`src/rtl/ego1_io_pkg.sv`:
```
// ego1_io_pkg: board-level constants shared by the EGO1 I/O conditioning blocks.
//   SYS_CLK_HZ         - system clock frequency (100 MHz)
//   SW_DEBOUNCE_MS     - switch debounce hold time in milliseconds
//   SW_DEBOUNCE_CYCLES - hold time expressed in system clocks
//   SW_NUM / LED_NUM   - number of DIP switches / LEDs on the board
//   db_state_e         - per-channel debounce FSM state
package ego1_io_pkg;

    localparam int unsigned SYS_CLK_HZ     = 32'd100_000_000;
    localparam int unsigned SW_DEBOUNCE_MS = 32'd10;
    localparam int unsigned SW_NUM         = 32'd8;
    localparam int unsigned LED_NUM        = 32'd16;

    // Convert a duration in milliseconds to a number of system clocks.
    function automatic int unsigned ms_to_cycles(input int unsigned ms);
        return (SYS_CLK_HZ / 32'd1000) * ms;
    endfunction

    localparam int unsigned SW_DEBOUNCE_CYCLES = ms_to_cycles(SW_DEBOUNCE_MS);

    typedef enum logic [0:0] {
        DB_IDLE  = 1'b0,
        DB_COUNT = 1'b1
    } db_state_e;

endpackage

```
`src/rtl/sw_debounce_bit.sv`:
```
// sw_debounce_bit: one switch channel - 2-flop synchroniser, hold counter,
// two-state debounce FSM and (optionally) registered edge pulses.
//   clk, rst_n - system clock, asynchronous active-low reset
//   sw_pin     - raw asynchronous switch level
//   sw_db      - debounced, registered level
//   sw_rise    - one-cycle pulse when sw_db goes 0->1 (SW_DEBOUNCE_EDGE_EN only)
//   sw_fall    - one-cycle pulse when sw_db goes 1->0 (SW_DEBOUNCE_EDGE_EN only)
// Optional feature macro: SW_DEBOUNCE_EDGE_EN
module sw_debounce_bit
    import ego1_io_pkg::*;
#(
    parameter int unsigned DEBOUNCE_CYCLES = SW_DEBOUNCE_CYCLES
)(
    input  logic clk,
    input  logic rst_n,
    input  logic sw_pin,
    output logic sw_db
`ifdef SW_DEBOUNCE_EDGE_EN
    ,
    output logic sw_rise,
    output logic sw_fall
`endif
);

    localparam int unsigned    CW      = $clog2(DEBOUNCE_CYCLES);
    localparam logic [CW-1:0]  CNT_MAX = CW'(DEBOUNCE_CYCLES - 32'd1);
    localparam logic [CW-1:0]  CNT_ONE = CW'(32'd1);
    localparam logic [CW-1:0]  CNT_ZERO = CW'(32'd0);

    logic          s1_q;
    logic          s2_q;
    db_state_e     state_q;
    db_state_e     state_d;
    logic [CW-1:0] cnt_q;
    logic [CW-1:0] cnt_d;
    logic          db_q;
    logic          db_d;

    // Two-flop synchroniser bringing the raw pin into the clk domain.
    always_ff @(posedge clk or negedge rst_n) begin
        if (!rst_n) begin
            s1_q <= 1'b0;
            s2_q <= 1'b0;
        end else begin
            s1_q <= sw_pin;
            s2_q <= s1_q;
        end
    end

    // Debounce FSM state, hold counter and accepted level.
    always_ff @(posedge clk or negedge rst_n) begin
        if (!rst_n) begin
            state_q <= DB_IDLE;
            cnt_q   <= CNT_ZERO;
            db_q    <= 1'b0;
        end else begin
            state_q <= state_d;
            cnt_q   <= cnt_d;
            db_q    <= db_d;
        end
    end

    // Next-state logic: a new level must differ from the accepted one for
    // DEBOUNCE_CYCLES consecutive clocks; any return to the old level aborts.
    always_comb begin
        state_d = state_q;
        cnt_d   = cnt_q;
        db_d    = db_q;
        case (state_q)
            DB_IDLE: begin
                if (s2_q != db_q) begin
                    state_d = DB_COUNT;
                    cnt_d   = CNT_ONE;
                end else begin
                    cnt_d   = CNT_ZERO;
                end
            end
            DB_COUNT: begin
                if (s2_q == db_q) begin
                    state_d = DB_IDLE;
                    cnt_d   = CNT_ZERO;
                end else if (cnt_q == CNT_MAX) begin
                    state_d = DB_IDLE;
                    cnt_d   = CNT_ZERO;
                    db_d    = s2_q;
                end else begin
                    cnt_d   = cnt_q + CNT_ONE;
                end
            end
            default: begin
                state_d = DB_IDLE;
                cnt_d   = CNT_ZERO;
            end
        endcase
    end

    assign sw_db = db_q;

`ifdef SW_DEBOUNCE_EDGE_EN
    logic rise_q;
    logic fall_q;

    // Edge pulses registered alongside db_q so they line up with the new level.
    always_ff @(posedge clk or negedge rst_n) begin
        if (!rst_n) begin
            rise_q <= 1'b0;
            fall_q <= 1'b0;
        end else begin
            rise_q <= db_d & ~db_q;
            fall_q <= ~db_d & db_q;
        end
    end

    assign sw_rise = rise_q;
    assign sw_fall = fall_q;
`endif

endmodule

```
`src/rtl/sw_debounce.sv`:
```
// sw_debounce: DIP-switch conditioning for the EGO1 board. WIDTH independent
// synchroniser/debounce channels produce a clean registered switch vector.
//   clk, rst_n - system clock, asynchronous active-low reset
//   sw_pin     - raw asynchronous switch levels [WIDTH]
//   sw_db      - debounced switch levels [WIDTH]
//   sw_rise    - per-bit 0->1 pulses [WIDTH] (SW_DEBOUNCE_EDGE_EN only)
//   sw_fall    - per-bit 1->0 pulses [WIDTH] (SW_DEBOUNCE_EDGE_EN only)
// Optional feature macro: SW_DEBOUNCE_EDGE_EN
module sw_debounce
    import ego1_io_pkg::*;
#(
    parameter int unsigned WIDTH           = SW_NUM,
    parameter int unsigned DEBOUNCE_CYCLES = SW_DEBOUNCE_CYCLES
)(
    input  logic             clk,
    input  logic             rst_n,
    input  logic [WIDTH-1:0] sw_pin,
    output logic [WIDTH-1:0] sw_db
`ifdef SW_DEBOUNCE_EDGE_EN
    ,
    output logic [WIDTH-1:0] sw_rise,
    output logic [WIDTH-1:0] sw_fall
`endif
);

    for (genvar i = 0; i < WIDTH; i++) begin : g_ch
        sw_debounce_bit #(
            .DEBOUNCE_CYCLES (DEBOUNCE_CYCLES)
        ) u_bit (
            .clk     (clk),
            .rst_n   (rst_n),
            .sw_pin  (sw_pin[i]),
            .sw_db   (sw_db[i])
`ifdef SW_DEBOUNCE_EDGE_EN
            ,
            .sw_rise (sw_rise[i]),
            .sw_fall (sw_fall[i])
`endif
        );
    end

endmodule

```
`config.mk`:
```
export PLATFORM = sky130hd
export DESIGN_NAME = sw_debounce
export DESIGN_NICKNAME = d
export VERILOG_FILES = /design/src/rtl/ego1_io_pkg.sv /design/src/rtl/sw_debounce_bit.sv /design/src/rtl/sw_debounce.sv
export SDC_FILE = /design/constraint.sdc
export NUM_CORES = 1
export LEC_CHECK = 0
export ABC_CLOCK_PERIOD_IN_PS = 4400
export CELL_PAD_IN_SITES_DETAIL_PLACEMENT = 0
export CELL_PAD_IN_SITES_GLOBAL_PLACEMENT = 1
export CORE_MARGIN = 3
export CORE_UTILIZATION = 53
export CTS_CLUSTER_SIZE = 14
export DETAILED_ROUTE_END_ITERATION = 6
export PLACE_DENSITY_LB_ADDON = 0.1
export SYNTH_ARGS = -nofsm -noshare
export SYNTH_HDL_FRONTEND = slang
export SYNTH_SLANG_ARGS = --single-unit
```
`constraint.sdc`:
```
create_clock -name clk -period 4.4 [get_ports clk]
set_input_delay 1.32 -clock clk [delete_from_list [all_inputs] [get_ports clk]]
set_output_delay 1.32 -clock clk [all_outputs]
set_load 0.02 [all_outputs]
```
# Word level (Yosys, flattened, before mapping)
# Cells that the tools add are included.
dict set report word_totals {
  ff_bits 192
  wordCells 160
}
dict set report op_classes {
  n_addsub 8
  eq_ne 24
  n_mux 64
  n_bitwise 16
  reduce_logical 8
}
# operator count
set op_table {}
lappend op_table {{$mux 20} 16}
lappend op_table {{$pmux 20 s2} 8}
lappend op_table {{$add 20x1->20 const B} 8}
lappend op_table {{$eq 20x20->1 const B} 8}
lappend op_table {{$mux 1} 32}
lappend op_table {{$reduce_and 3->1} 8}
lappend op_table {{$not 1->1} 16}
lappend op_table {{$pmux 1 s2} 8}
lappend op_table {{$eq 1x1->1} 8}
lappend op_table {{$ne 1x1->1} 8}

# Longest topological paths before layout
dict set report logic_depth {
  ltp_word 4
  mapped_depth 7
  mapped_depth_nobuf 5
}

# Modules after synthesis
# Synthesis repeated with hierarchy kept, for this count alone.
dict set report hier_totals {
  cells_unflattened 912
  hier_area_um2 9288.9
}
# mod n_inst cells_each area_per_inst_um2
set by_module_without_submodules {}
lappend by_module_without_submodules {sw_debounce_bit 8 114 1161.1}

# Worst setup path before layout
# No wires, ideal clock.
dict set report synth_timing {
  kind {register -> register}
  start {reg g_ch[0].u_bit.cnt_q[0]}
  end {reg g_ch[0].u_bit.db_q}
  t_arrival_ps 1960
  path_slack_ps 2315
  stages_incl_launch_ff 6
  synth_period_minus_slack_ps 2085
  cell_sequence {dfrtp_1 > ha_1 > nand4_1 > or4_1 > nor3_1 > mux2_2}
}
dict set report synth_via {
  elab_chain_cells 2
}
# item line_no
set synth_rtl {}
lappend synth_rtl {{start, declared} sw_debounce_bit.sv:34} ;# logic [CW-1:0] cnt_q;
lappend synth_rtl {{start signal, assigned} sw_debounce_bit.sv:58} ;# cnt_q <= cnt_d;
lappend synth_rtl {{$eq 20x20->1} sw_debounce_bit.sv:82} ;# end else if (cnt_q == CNT_MAX) begin
lappend synth_rtl {{$reduce_and 3->1 (no source line)} --}
lappend synth_rtl {{end signal, assigned} sw_debounce_bit.sv:55} ;# db_q <= 1'b0;
lappend synth_rtl {{end signal, assigned} sw_debounce_bit.sv:59} ;# db_q <= db_d;
lappend synth_rtl {{end, declared} sw_debounce_bit.sv:36} ;# logic db_q;
# Every way passes these cells.
# A chain may end at the register's enable or synchronous reset.

# Worst setup path in the final report
dict set report layout_timing {
  start {reg g_ch[0].u_bit.db_q}
  end {out sw_db[0]}
}
# item line_no
set layout_rtl {}
lappend layout_rtl {{end, declared} sw_debounce.sv:18} ;# output logic [WIDTH-1:0] sw_db
# No word-level cell between the ends.

==> out/qor.yml <==
run_status:
  status: "finished clean"
pwr:
  clkPwrFrac: 0.448
  comb_power_share: 0.030
  power_density_mw_per_mm2: 341
  leakage_uw: 0.00387
  vdd_drop_max_mv: 0.288
  switchingPower_uw: 734
  swShare: 0.213
  seqPwrFrac: 0.522
  internal_power_uw: 2720
  power_uw: 3450
route:
  ant_nets: 0
  firstDrtPassIters: 4
  wl_per_cell_um: 14.2
  routed_via_density: 5.65
  via_count: 6608
  wl_um: 16600
  drc_errors: 0
  drt_iter0_drc: 270
cts:
  cts_sinks: 192
  cts_setup_buffers: 0
  clock_latency_ps: 420
  cts_resized: 0
  hold_buffers: 0
  cts_buffer_depth: 2
  cts_tree: "done"
  clk_pin_slew_ps: 70
  cts_made_buffers: 17
  cts-root-buf: "clkbuf_16"
  cts_max_level: 4
synth:
  syn_avg_cell_area_sq_um: 9.97
  async_flop_share: 1.00
  synth_edf_count: 0
  ys_types: 42
  ys_ff_latch: 192
  syn_inst: 915
  syn-num-nets: 933
  syn-cell-area_sq_mm: 0.00913
  synthFlopType: "dfrtp_1"
  yosysWarnings: 0
  ys_seq_area_frac: 0.527
floorplan:
  dieArea_sq_mm: 0.0188
  die_y_um: 137
  core_sq_mm: 0.0167
  rows: 47
  start_util: 0.546
  num_io_pins: 18
  die_x_um: 137
global_routing:
  gr-usage-all-layers: 0.189
  overflow: 0
  grt_antenna_before_repair: 0
  grt_pass1_vias: 6473
  grt_max_degree: 106
  grt_pass1_wl_um: 29400
finish:
  area_growth_pct: 11.0
  ff_latch_area_sq_mm: 0.00480
  fill_cells: 1401
  utilization: 0.607
  finalNetCount: 954
  antenna_cells: 0
  fin_area_sq_mm: 0.0101
  multi_input_area_sq_mm: 0.00408
  drive_above_1_share: 0.0706
timing:
  period_minus_slack_ps: 2750
  setup_tns_ps: 0
  relSlewSlack: 0.418
  worst_pin_slew_ps: 874
  finalClockSkew_ps: 7.59
  fmax_ghz: 0.364
  grt_setup_unrepaired: "false"
  setup_viol: 0
  period_share: 0.625
  worst_slack_ps: 1650
  drv_slew: 0
  hold_viol: 0
worst_setup_path:
  worstPathRequired_ps: 3080
  critical_path.max_stage_delay_ps: 620
  r2r_setup_slack_ps: 1950
  rr_endpoint: "g_ch[0].u_bit.cnt_q[19]"
  ff2ff_path_depth: 5
  critPathArrivalTime_ps: 1430
  crit_chain: "clkdlybuf4s50_1"
  cp-end-kind: "primary output"
  cp_slowest_cell: "clkdlybuf4s50_1"
  critPathBufInv: 1
  r2r-start: "g_ch[0].u_bit.cnt_q[0]"
  cp-start-kind: "flip-flop"
  cp_max_fo: 3
  criticalPathCategory: "reg -> out"
  critical-path-top-delay-family: "buffers and inverters"
place:
  dp_hpwl_um: 11400
  dp_slack_ps: 1960
  dpl-instance-area_sq_mm: 0.00952
  portBuffers: 17
  gp_congestion: 0.852
worst_hold_path:
  min_path_cells: 0
  hp-class: "reg -> reg"
  holdPathEnd: "g_ch[3].u_bit.s2_q"
  min_from: "g_ch[3].u_bit.s1_q"
job:
  cap_violations: 0
worst register-to-register path: cells and delay by family (launching register included):
family | cells | cell delay (ps)
AO/OA/AOI/OAI | 2 | 750
adder cells (fa/ha/maj) | 1 | 230
AND/OR/NAND/NOR | 2 | 910
flip-flops | 1 | 400
state kept, by name, summed over array words and instances (netlist names):
| register | flops |
|---|---|
| g_ch.u_bit.cnt_q | 160 |
| g_ch.u_bit.state_q | 8 |
| g_ch.u_bit.s2_q | 8 |
| g_ch.u_bit.s1_q | 8 |
| g_ch.u_bit.sw_db | 8 |
logic make-up (layout without fill, tap and decap cells):
logic type	after synthesis	after routing	synth area share
AOI/OAI and AO/OA	88	88	0.0564
xor gates and xnor gates	116	116	0.111
adders and majority gates	8	8	0.0110
buffers and inverters	54	88	0.0261
DFF	192	192	0.527
muxes	8	8	0.00987
and+or+nand+nor	449	449	0.259
placed cells by master, fill, tap and decap left out, drive strengths merged, types with 22 or more instances in the layout:
master / instances
dfrtp: 192
a21oi: 36
nand3: 43
nor3: 34
nor2: 142
inv: 34
nand2: 57
nor4: 32
nand4: 49
o21ai: 28
xor2: 36
clkbuf: 22
xnor2: 80
routing by layer:
| layer | track usage | routed length, um | up-vias |
|---|---|---|---|
| li1 | - | - | 3293 |
| met1 | 0.251 | 7800 | 3252 |
| met2 | 0.319 | 8250 | 55 |
| met3 | 0.0475 | 451 | 8 |
| met4 | 0.0405 | 97 | 0 |
| met5 | 0 | 0 | - |
worst max path at each step:
stage | from | to | slack (ps) | cells past startpoint
after floorplan | g_ch[0].u_bit.cnt_q[0] | g_ch[0].u_bit.sw_db | 2320 | 5
after global routing | g_ch[7].u_bit.sw_db | sw_db[7] | 1580 | 1
after CTS | g_ch[0].u_bit.sw_db | sw_db[0] | 1620 | 1
after detailed placement | g_ch[0].u_bit.cnt_q[0] | g_ch[0].u_bit.cnt_q[6] | 1960 | 5
final | g_ch[0].u_bit.sw_db | sw_db[0] | 1650 | 1
after global placement | rst_n | g_ch[2].u_bit.cnt_q[11] | 2090 | 2
synth_stat cells (2+ instances only):
| library cell | n | area, sq um |
|---|---|---|
| nand3b_1 | 2 | 15.0 |
| and3b_1 | 3 | 26.3 |
| mux2_2 | 8 | 90.1 |
| or2_2 | 3 | 18.8 |
| buf_4 | 8 | 60.1 |
| a211oi_1 | 8 | 60.1 |
| nor4_1 | 32 | 200 |
| a21oi_1 | 36 | 180 |
| or4_2 | 2 | 17.5 |
| and3_1 | 9 | 56.3 |
| and4_1 | 13 | 114 |
| a31o_2 | 3 | 26.3 |
| nor3_1 | 34 | 170 |
| o21ai_0 | 21 | 105 |
| buf_2 | 3 | 15.0 |
| nand2_1 | 57 | 214 |
| nand3_1 | 43 | 215 |
| xnor2_1 | 80 | 701 |
| o31ai_1 | 12 | 90.1 |
| nand4_1 | 46 | 288 |
| dfrtp_1 | 192 | 4800 |
| nor2_1 | 142 | 533 |
| or3_1 | 16 | 100 |
| ha_1 | 8 | 100 |
| xor2_1 | 36 | 315 |
| nor4b_1 | 10 | 87.6 |
| or4_1 | 18 | 135 |
| or3_2 | 5 | 37.5 |
| o21ai_2 | 2 | 17.5 |
| o21ai_1 | 5 | 25.0 |
| inv_1 | 32 | 120 |
| clkbuf_1 | 10 | 37.5 |
| and2_1 | 3 | 18.8 |
| nand4_2 | 2 | 25.0 |
| nand4b_1 | 4 | 35.0 |
cell type report:
| class | count | share of cell area |
|---|---|---|
| Inverter | 32 | 0.0119 |
| Clock inverter | 11 | 0.0126 |
| Multi-Input combinational cell | 669 | 0.403 |
| Sequential cell | 192 | 0.474 |
| Clock buffer | 21 | 0.0474 |
| Timing Repair Buffer | 24 | 0.0236 |
| Tap cell | 220 | 0.0272 |
through the flow:
| stage | hold WS [ps] | instances |
|---|---|---|
| floorplan | 331 | 915 |
| global placement | 332 | 1137 |
| detailed placement | 336 | 1137 |
| CTS | 352 | 1169 |
| global route | 366 | 1169 |
| finish | 349 | 1169 |
power by group through the flow:
stage	Clock, uW	Combinational (uW)	Sequential [uW]
final	1550	103	1800
after global routing	1680	121	1800
after CTS	1590	108	1800
after detailed placement	0	107	1840
after global placement	0	103	1830
after floorplan	0	46.5	1830
No activity file was read; power rests on OpenSTA's default activity.
